## src/rtl/game_timer.sv

```systemverilog
// game_timer: prescaled game clock with pause/quiz timeout and freeze FSM
module game_timer #(
  parameter int TICK_CYCLES = 500000000,
  parameter logic [7:0] LIMIT = 8'd96,
  parameter logic [3:0] QUIZ_LIMIT = 4'd12
) (
  input  logic       board_clk,
  input  logic       Reset,
  input  logic       clr,
  input  logic       start,
  input  logic       pause,
  input  logic       freeze,
  output logic       tick,
  output logic [7:0] count,
  output logic [3:0] quiz_ticks,
  output logic       quiz_timeout,
  output logic       expired,
  output logic [1:0] state
);
  typedef enum logic [1:0] {IDLE, RUN, PAUSED, FROZEN} st_t;
  st_t st, ns;
  logic [28:0] psc;
  logic active;
  logic [7:0] count_n;
  assign state = st;
  assign active = st == RUN || st == PAUSED;
  assign tick = active && psc == 29'(TICK_CYCLES - 1);
  assign count_n = (st == RUN && tick && count != LIMIT) ? count + 8'd1 : count;
  always_comb
    ns = clr ? IDLE :
         (freeze && active) ? FROZEN :
         st == IDLE ? (start ? RUN : IDLE) :
         st == RUN ? (count == LIMIT ? FROZEN : pause ? PAUSED : RUN) :
         st == PAUSED ? (pause ? PAUSED : RUN) : FROZEN;
  always_ff @(posedge board_clk or posedge Reset)
    if (Reset) begin
      st <= IDLE;
      psc <= '0;
      count <= '0;
      expired <= 1'b0;
      quiz_ticks <= '0;
      quiz_timeout <= 1'b0;
    end else begin
      st <= ns;
      // prescaler only keeps running while staying within RUN/PAUSED
      psc <= (active && (ns == RUN || ns == PAUSED)) ? (tick ? '0 : psc + 29'd1) : '0;
      count <= clr ? '0 : count_n;
      expired <= !clr && count_n == LIMIT;
      quiz_ticks <= (clr || (ns == PAUSED && st != PAUSED)) ? '0 :
                    (st == PAUSED && tick && quiz_ticks != QUIZ_LIMIT) ? quiz_ticks + 4'd1 : quiz_ticks;
      quiz_timeout <= !clr && st == PAUSED && tick && quiz_ticks == QUIZ_LIMIT - 4'd1;
    end
endmodule

```

## config.mk

```make
export PLATFORM = sky130hd
export DESIGN_NAME = game_timer
export DESIGN_NICKNAME = d
export VERILOG_FILES = /design/src/rtl/game_timer.sv
export SDC_FILE = /design/constraint.sdc
export NUM_CORES = 1
export LEC_CHECK = 0
export ABC_AREA = 1
export BUFFER_PORTS_ARGS = -buffer_cell sky130_fd_sc_hd__buf_2
export CORE_UTILIZATION = 55
export DETAILED_ROUTE_END_ITERATION = 7
export GPL_ROUTABILITY_DRIVEN = 0
export GPL_TIMING_DRIVEN = 0
export PLACE_DENSITY = 0.74
export SYNTH_ARGS = -nofsm -noshare
export SYNTH_HDL_FRONTEND = slang
export SYNTH_SLANG_ARGS = --single-unit
```

## constraint.sdc

```tcl
create_clock -name board_clk -period 3.11 [get_ports board_clk]
set_input_delay 0.1555 -clock board_clk [delete_from_list [all_inputs] [get_ports board_clk]]
set_output_delay 0.1555 -clock board_clk [all_outputs]
set_load 0.05 [all_outputs]
```

==> flow_metrics.py, run 1 <==
metrics = {
    "run_status": {
        "status": "completed",
    },
    "floorplan": {
        "fp.dieW_um": 74.87,
        "die_h_um": 74.87,
        "dieArea_um2": 5605,
        "io_pins": 23,
        "start_util": 0.5718,
        "coreArea_um2": 5107,
        "rows": 26,
    },
    "logic_synthesis": {
        "synth.cells.most_frequent": "nand2_1, nor2_1, inv_1",
        "yosysMostFrequentCell": "nand2_1",
        "async_flop_share": 1.000,
        "synth_area_leaders": "dfrtp_1, nand2_1, nor2_1, inv_1, nand3_1",
        "ys.flop_type": "dfrtp_1",
        "synth_cell_types": 37,
        "yosysTopAreaCellShare": 0.3856,
        "ys_seq_elements": 45,
        "synth.avg_cell_area_um2": 7.211,
        "syn-cell-area_um2": 2920,
        "synth_top_area_cell": "dfrtp_1",
        "netlist_instances": 405,
        "syn_nets": 420,
        "ys_warn_count": 0,
        "synth_edf_count": 0,
        "synth-seq-area-share": 0.3856,
    },
    "drt": {
        "wire_per_inst_um": 12.66,
        "viasPerCell": 5.211,
        "drt-initial-drc-count": 183,
        "wl_met3_um": 193,
        "met2WireLength_um": 3092,
        "first_pass_iters": 5,
        "drc": 0,
        "wl_met1_um": 3026,
        "maxUsedRoutingLayer": "met4",
        "antenna_left": 0,
        "wirelength_um": 6418,
        "routed-via-count": 2642,
    },
    "worst_setup_path": {
        "path_max_fanout": 10,
        "crit_slowest_cell": "dfrtp_1",
        "path_cells": "inv_1 -> ha_1 -> inv_1 -> nor3_1 -> nand2_2 -> nor2_1 -> o21a_1 -> nor2_1 -> nor2_1 -> inv_1 -> ha_1 -> nor2_1 -> inv_2 -> nor2_4 -> clkbuf_4 -> o21ai_0 -> a21oi_1",
        "crit_top_cell": "nor2_1",
        "crit_type": "reg2reg",
        "crit_arrival_ps": 3050,
        "cp-start-kind": "flip-flop",
        "required_ps": 3330,
        "setup.worst_path.end_class": "flip-flop",
        "cpPeakStageDelay_ps": 440,
    },
    "clock_network": {
        "cts.sinks": 45,
        "post_cts_buffers": 0,
        "cts-root-buf": "clkbuf_8",
        "cts_tree": "done",
        "clockBufferDepth": 2,
        "clock_latency_ps": 300,
        "numCtsBuffers": 5,
        "clkTransAtPathRegs_ps": 80,
        "cts_max_level": 2,
    },
    "finish": {
        "final_area_um2": 3238,
        "syn2layout_area_growth_pct": 10.88,
        "multi_input_area_um2": 1562,
        "fillerInstances": 482,
        "layout-drive-gt1-share": 0.1579,
        "fin_cells": 507,
        "antenna_cells": 0,
        "nets": 451,
        "regArea_um2": 1126,
    },
    "placed_design": {
        "dp_cells": 498,
        "hpwl_um": 4945,
        "placed_area_um2": 3138,
        "port-buffer-count": 22,
    },
    "sta": {
        "slew_headroom": 0.7146,
        "rsz0062_at_grt": "false",
        "worst_slew_pin_slew_ps": 428.1,
        "max_freq_mhz": 353.9,
        "holdWs_ps": 155.1,
        "slew_viol_final": 0,
        "tns_ps": 0,
        "timing.final.crit_share": 0.9086,
        "finalHoldViolCount": 0,
        "finalCriticalPeriod_ps": 2826,
        "finalSetupViolations": 0,
        "skew_ps": 5.347,
    },
    "hold_path": {
        "hold_path.class": "in2reg",
    },
    "global_route": {
        "grt_pass1_wl_um": 10660,
        "grt_max_degree": 28,
        "gr-usage-all-layers": 0.2530,
        "antenna_found_initial": 0,
        "grt.overflow.total": 0,
        "grt_pass1_vias": 2339,
    },
    "pwr": {
        "p_switching_mw": 0.5121,
        "leakage_nw": 1.550,
        "p_per_area_nw_per_um2": 429.1,
        "p_clk_frac": 0.252,
        "power.share.combinational": 0.296,
        "swShare": 0.3686,
        "internal_power_mw": 0.8773,
        "total_power_mw": 1.389,
        "irDropWorstVdd_mv": 0.3332,
        "pwr-share-seq": 0.452,
    },
    "flow_run": {
        "max-cap-violations": 0,
    },
}
-- critical path: cells and delay by family (launching register included) --
kind	cells	cell delay (ps)
AND/OR/NAND/NOR	7	1000
buffers and inverters	5	550
flip-flops	1	440
adder cells (fa/ha/maj)	2	420
AO/OA/AOI/OAI	3	360
-- path summary, 6_finish.rpt --
check                      startpoint            end  slack (ps)  cells after the start
min in group asynchronous       Reset         psc[2]         390                      3
max in group asynchronous       Reset        psc[24]        2240                      4
hold reg to reg                psc[0]         psc[0]         470                      1
setup / recovery             count[0]        psc[14]         280                     17
setup reg to reg             count[0]        psc[14]         280                     17
hold / removal                    clr  quiz_ticks[3]         160                      4
-- per-stage QoR --
step / util / worst slack, ps
after floorplan: - / 398.9
after global placement: 0.6105 / 195.5
after detailed placement: 0.6144 / 123.3
after CTS: 0.6325 / 84.42
after global routing: 0.6340 / 16.18
final: 0.6340 / 284.4
-- kinds of logic (layout without fill, tap and decap cells) --
| logic type | after synthesis | after routing | synth area share |
|---|---|---|---|
| AOI/OAI and AO/OA | 40 | 40 | 0.07841 |
| buffers and inverters | 60 | 92 | 0.08140 |
| and+or+nand+nor | 241 | 241 | 0.3860 |
| DFF | 45 | 45 | 0.3856 |
| xor gates and xnor gates | 10 | 10 | 0.02999 |
| adders and majority gates | 9 | 9 | 0.03856 |
-- power by group through the flow --
stage | logic [mW] | clock network (mW) | registers (mW)
3_3_place_gp | 0.391 | 0 | 0.639
2_1_floorplan | 0.228 | 0 | 0.705
4_1_cts | 0.406 | 0.358 | 0.628
6_report | 0.411 | 0.350 | 0.628
3_5_place_dp | 0.404 | 0 | 0.641
5_1_grt | 0.466 | 0.386 | 0.632
-- sequential cells by signal, summed over array words and instances (netlist names) --
name	count
quiz_ticks	4
state	2
psc	29
expired	1
quiz_timeout	1
count	8
-- cell type report --
| class | instances | share of cell area |
|---|---|---|
| inverters | 56 | 0.06685 |
| plain buffers | 4 | 0.007342 |
| clock inverters | 2 | 0.003091 |
| flip-flops and latches | 45 | 0.3478 |
| repair buffers | 24 | 0.04328 |
| multi-input cells | 300 | 0.4822 |
| well taps | 70 | 0.02705 |
| clock buffers | 6 | 0.02241 |
-- placed cells by master (no fill, tap or decap), types with 2 or more instances in the layout --
cell	netlist	final
nand2_1	82	82
nor2_1	77	77
inv_1	47	45
dfrtp_1	45	45
nand3_1	24	24
buf_2	1	23
a21oi_1	18	18
nor3_1	17	17
nand4_1	15	15
o21ai_0	14	14
ha_1	9	9
xor2_1	8	8
inv_2	5	7
nand2_2	6	6
nor2_2	7	6
clkbuf_8	0	5
nor2_4	3	4
clkinv_2	1	3
clkbuf_1	1	2
o21a_1	2	2
nand2_4	2	2
nand3_2	2	2
clkinv_1	2	2
xnor2_1	2	2
nor3b_1	2	2
-- metal layers --
metal | track usage | vias up
met2 | 0.4234 | 35
met3 | 0.04150 | 9
met4 | 0.08176 | 0
met5 | 0 | -
met1 | 0.3356 | 1236
li1 | - | 1362
-- what timing repair did --
action | CTS | global route
endpoints found under the hold margin | 18 | 0
setup endpoints to repair | 0 | 18
hold buffers | 1 | 0
gates resized for setup | 0 | 4
Power figures use the tool's default switching activity.
==> run 2: changes to the inputs <==
- clock period: 3.11 -> 3.7 ns (I/O delays scaled with it)
==> run 2 against run 1 <==
Routed wire length grew 1.2%; die area unchanged; via count rose by 0.57%; global-route usage is the same; power shrank 16%.
==> flow_metrics.py, run 2 (same netlist as run 1, synthesis figures left out) <==
metrics = {
    "sta": {
        "skew_ps": 6.273,
        "slew_headroom": 0.7113,
        "finalCriticalPeriod_ps": 3022,
        "max_freq_mhz": 330.9,
        "slew_viol_final": 0,
        "rsz0062_at_grt": "false",
        "finalHoldViolCount": 0,
        "timing.final.crit_share": 0.8168,
        "tns_ps": 0,
        "worst_slew_pin_slew_ps": 433.1,
        "finalSetupViolations": 0,
    },
    "finish": {
        "nets": 451,
        "top_regs": "psc: 29 flops, count: 8 flops, quiz_ticks: 4 flops",
        "layout-drive-gt1-share": 0.1556,
        "syn2layout_area_growth_pct": 10.63,
        "final_cell_mix": "nand2_1, nor2_1, inv_1",
        "antenna_cells": 0,
        "regMostFlops": "psc",
        "largest_reg_flops": 29,
        "final_common_cell": "nand2_1",
    },
    "clock_network": {
        "cts.sinks": 45,
        "cts-root-buf": "clkbuf_8",
        "numCtsBuffers": 5,
        "clock_latency_ps": 300,
        "cts_tree": "done",
        "clockBufferDepth": 2,
        "clkTransAtPathRegs_ps": 80,
        "cts_max_level": 2,
    },
    "drt": {
        "wire_per_inst_um": 12.81,
        "drc": 0,
        "antenna_left": 0,
        "viasPerCell": 5.241,
        "routed-via-count": 2657,
        "first_pass_iters": 4,
        "wirelength_um": 6495,
        "drt-initial-drc-count": 170,
    },
    "worst_setup_path": {
        "required_ps": 3920,
        "cp-start-kind": "flip-flop",
        "setup.worst_path.end_class": "flip-flop",
        "path_max_fanout": 10,
        "crit_arrival_ps": 3250,
        "crit_type": "reg2reg",
    },
    "floorplan": {
        "fp.dieW_um": 74.87,
        "io_pins": 23,
        "dieArea_um2": 5605,
        "rows": 26,
        "coreArea_um2": 5107,
        "die_h_um": 74.87,
        "start_util": 0.5718,
    },
    "global_route": {
        "antenna_found_initial": 0,
        "gr-usage-all-layers": 0.2530,
        "grt_pass1_vias": 2339,
        "grt_pass1_wl_um": 10660,
        "grt_max_degree": 28,
        "grt.overflow.total": 0,
    },
    "placed_design": {
        "port-buffer-count": 22,
        "hpwl_um": 4945,
    },
    "pwr": {
        "p_per_area_nw_per_um2": 359.9,
        "total_power_mw": 1.163,
        "leakage_nw": 1.549,
        "irDropWorstVdd_mv": 0.2801,
    },
    "flow_run": {
        "max-cap-violations": 0,
    },
    "run_status": {
        "status": "completed",
    },
    "hold_path": {
        "hold_path.class": "in2reg",
    },
}
==> run 2: metal layers <==
layer | wire length, um | part of all wire | GRT usage | vias up
li1 | - | - | - | 1362
met1 | 3079 | 0.47 | 0.3356 | 1252
met2 | 3150 | 0.48 | 0.4234 | 36
met3 | 178 | 0.027 | 0.04150 | 7
met4 | 86 | 0.013 | 0.08176 | 0
met5 | 0 | 0 | 0 | -
==> run 2: layout make-up <==
type | instances | area (um^2)
multi-input combinational | 300 | 1556
buffer | 4 | 21.27
sequential | 45 | 1126
timing repair buffer | 24 | 140.1
clock inverter | 2 | 10.01
tap | 70 | 87.58
fill | 483 | 1877
clock buffer | 6 | 72.57
inverter | 56 | 216.5
==> run 2: worst max-delay path: stages (launching register included) <==
cell and delay (ps):
dfrtp_1 440, inv_1 100, ha_1 140, inv_1 40
nor3_1 170, nand2_2 180, nor2_1 190, o21a_1 130
nor2_1 40, nor2_1 120, inv_1 60, ha_1 280
nor2_1 100, inv_1 170, nor2_2 250, clkbuf_2 280
o21ai_0 120, a21oi_1 130
==> run 2: path summary, 6_finish.rpt <==
check	startpoint	to	slack (ps)	cells after the start
max	count[0]	psc[14]	680	17
min	clr	quiz_ticks[3]	190	4
max reg2reg	count[0]	psc[14]	680	17
min reg2reg	psc[0]	psc[0]	480	1
max in group asynchronous	Reset	psc[24]	2800	4
min in group asynchronous	Reset	psc[2]	420	3
==> run 2: repair_timing <==
action,4_1_cts,5_1_grt
hold buffers,1,0
buffers inserted,0,0
resized for setup,0,0
endpoints found under the hold margin,18,0
endpoints found under the setup margin,0,0
==> run 2: through the flow <==
stage | utilization | setup slack, ps | std cells | hold WS, ps | instance area (um^2)
floorplan | - | 988.9 | 405 | 361.9 | 2920
global placement | 0.6105 | 785.5 | 497 | 449.8 | 3118
detailed placement | 0.6144 | 713.3 | 498 | 211.2 | 3138
CTS | 0.6325 | 674.4 | 507 | 177.0 | 3231
global route | 0.6325 | 373.8 | 507 | 209.1 | 3231
finish | 0.6325 | 677.9 | 507 | 186.4 | 3231
==> run 2: power breakdown <==
part,internal (mW),switching [mW]
combinational,0.0877,0.253
clock,0.131,0.163
sequential,0.513,0.0156
==> run 3: changes to the inputs <==
- clock period: 3.7 -> 2.8 ns (I/O delays scaled with it)
==> run 3 against run 2 <==
Count of clock-buffer cells in the layout unchanged; maximum frequency up 16%; setup slack lost 480 ps; critical path depth is the same; sequential cell count is the same; critical path type unchanged; critical endpoint is now psc[16]; largest cell class unchanged.
==> flow_metrics.py, run 3 (same netlist as run 1, synthesis figures left out) <==
metrics = {
    "finish": {
        "layout-drive-gt1-share": 0.1640,
        "top_regs": "psc: 29 flops, count: 8 flops, quiz_ticks: 4 flops",
        "nets": 453,
        "regMostFlops": "psc",
        "antenna_cells": 0,
        "fin_cells": 509,
        "final_cell_mix": "nand2_1, nor2_1, inv_1, dfrtp_1, nand3_1",
        "largest_reg_flops": 29,
        "syn2layout_area_growth_pct": 11.70,
        "final_common_cell": "nand2_1",
    },
    "placed_design": {
        "dp_slack_ps": -186.7,
        "port-buffer-count": 22,
        "dp_cells": 498,
        "hpwl_um": 4945,
    },
    "clock_network": {
        "cts.sinks": 45,
        "clkTransAtPathRegs_ps": 80,
        "cts-root-buf": "clkbuf_8",
        "cts_tree": "done",
        "clock_latency_ps": 300,
        "clockBufferDepth": 2,
        "cts_max_level": 2,
        "numCtsBuffers": 5,
    },
    "worst_setup_path": {
        "crit_type": "reg2reg",
        "setup.worst_path.end_class": "flip-flop",
        "required_ps": 3040,
        "cp-start-kind": "flip-flop",
        "crit_arrival_ps": 2840,
        "path_max_fanout": 10,
    },
    "floorplan": {
        "coreArea_um2": 5107,
        "fp.dieW_um": 74.87,
        "die_h_um": 74.87,
        "rows": 26,
        "io_pins": 23,
        "dieArea_um2": 5605,
        "start_util": 0.5718,
    },
    "hold_path": {
        "hold_path.class": "in2reg",
    },
    "global_route": {
        "gr-usage-all-layers": 0.2530,
        "grt_pass1_wl_um": 10650,
        "grt.overflow.total": 0,
        "grt_max_degree": 28,
        "grt_pass1_vias": 2331,
        "antenna_found_initial": 0,
    },
    "sta": {
        "finalCriticalPeriod_ps": 2606,
        "max_freq_mhz": 383.8,
        "slew_headroom": 0.7132,
        "final.setup.worst_slack_ps": 194.2,
        "slew_viol_final": 0,
        "worst_slew_pin_slew_ps": 430.2,
        "finalSetupViolations": 0,
        "timing.final.crit_share": 0.9306,
        "skew_ps": 6.494,
        "finalHoldViolCount": 0,
        "rsz0062_at_grt": "false",
    },
    "drt": {
        "routed-via-count": 2674,
        "wire_per_inst_um": 12.73,
        "first_pass_iters": 4,
        "antenna_left": 0,
        "viasPerCell": 5.253,
        "drc": 0,
        "wirelength_um": 6478,
        "drt-initial-drc-count": 173,
    },
    "pwr": {
        "leakage_nw": 1.562,
        "pwr-share-seq": 0.446,
        "p_per_area_nw_per_um2": 479.7,
        "power.share.combinational": 0.307,
        "total_power_mw": 1.565,
        "internal_power_mw": 0.9887,
        "p_clk_frac": 0.247,
        "swShare": 0.3681,
        "irDropWorstVdd_mv": 0.3702,
        "p_switching_mw": 0.5760,
    },
    "run_status": {
        "status": "completed",
    },
    "flow_run": {
        "max-cap-violations": 0,
    },
}
==> run 3: cell types whose count changed in the layout (fill, tap and decap cells not counted), sizes merged <==
cell and change:
clkbuf -1, buf +3
==> run 3: through the flow <==
stage	cell area [um^2]	hold WS, ps	TNS (ps)	utilization
floorplan	2920	316.9	0	-
global placement	3118	445.2	-795.9	0.6105
detailed placement	3138	166.2	-1762	0.6144
CTS	3246	132.0	0	0.6355
global route	3262	164.1	0	0.6387
finish	3262	142.7	0	0.6387
==> run 3: power groups by stage <==
stage	Clock (mW)	Sequential (mW)	Combinational, mW
after floorplan	0	0.783	0.253
after global placement	0	0.710	0.434
after detailed placement	0	0.711	0.448
after CTS	0.398	0.698	0.463
after global routing	0.429	0.702	0.537
final	0.387	0.698	0.480
==> run 3: layer usage <==
metal | part of all wire | track usage | routed length (um)
met3 | 0.030 | 0.04150 | 196
met4 | 0.016 | 0.08176 | 106
met2 | 0.49 | 0.4194 | 3148
met5 | 0 | 0 | 0
met1 | 0.47 | 0.3390 | 3026
==> run 3: worst paths after layout <==
check | cells past startpoint | start | slack (ps) | to
worst max-delay path | 17 | count[0] | 190 | psc[16]
min in group asynchronous | 3 | Reset | 380 | psc[2]
worst min-delay path | 4 | clr | 140 | quiz_ticks[3]
worst min register to register | 1 | psc[0] | 470 | psc[0]
max in group asynchronous | 4 | Reset | 1950 | psc[24]
worst max register to register | 17 | count[0] | 190 | psc[16]
==> run 3: repair_timing <==
| item | CTS | global route |
|---|---|---|
| endpoints found under the hold margin | 18 | 0 |
| resized for setup | 3 | 5 |
| hold buffers | 1 | 0 |
| endpoints found under the setup margin | 17 | 20 |
| pin swaps | 1 | 1 |
| buffers inserted | 1 | 1 |
==> run 3: layout make-up <==
class,count,area (um^2)
well taps,70,87.58
clock inverters,2,10.01
flip-flops and latches,45,1126
repair buffers,26,155.1
fillers,478,1846
multi-input cells,300,1564
inverters,56,216.5
clock buffers,6,72.57
plain buffers,4,30.03
==> run 3: critical path: stages (launching register included) <==
cell and delay (ps):
dfrtp_1 440, inv_1 100, ha_1 140, inv_1 40, nor3_1 170, nand2_2 100, nor2_2 120, o21a_1 120
nor2_1 40, nor2_1 120, inv_1 60, ha_1 280, nor2_1 130, inv_2 120, nor2_4 150, inv_2 140
a21oi_1 140, o21a_1 140
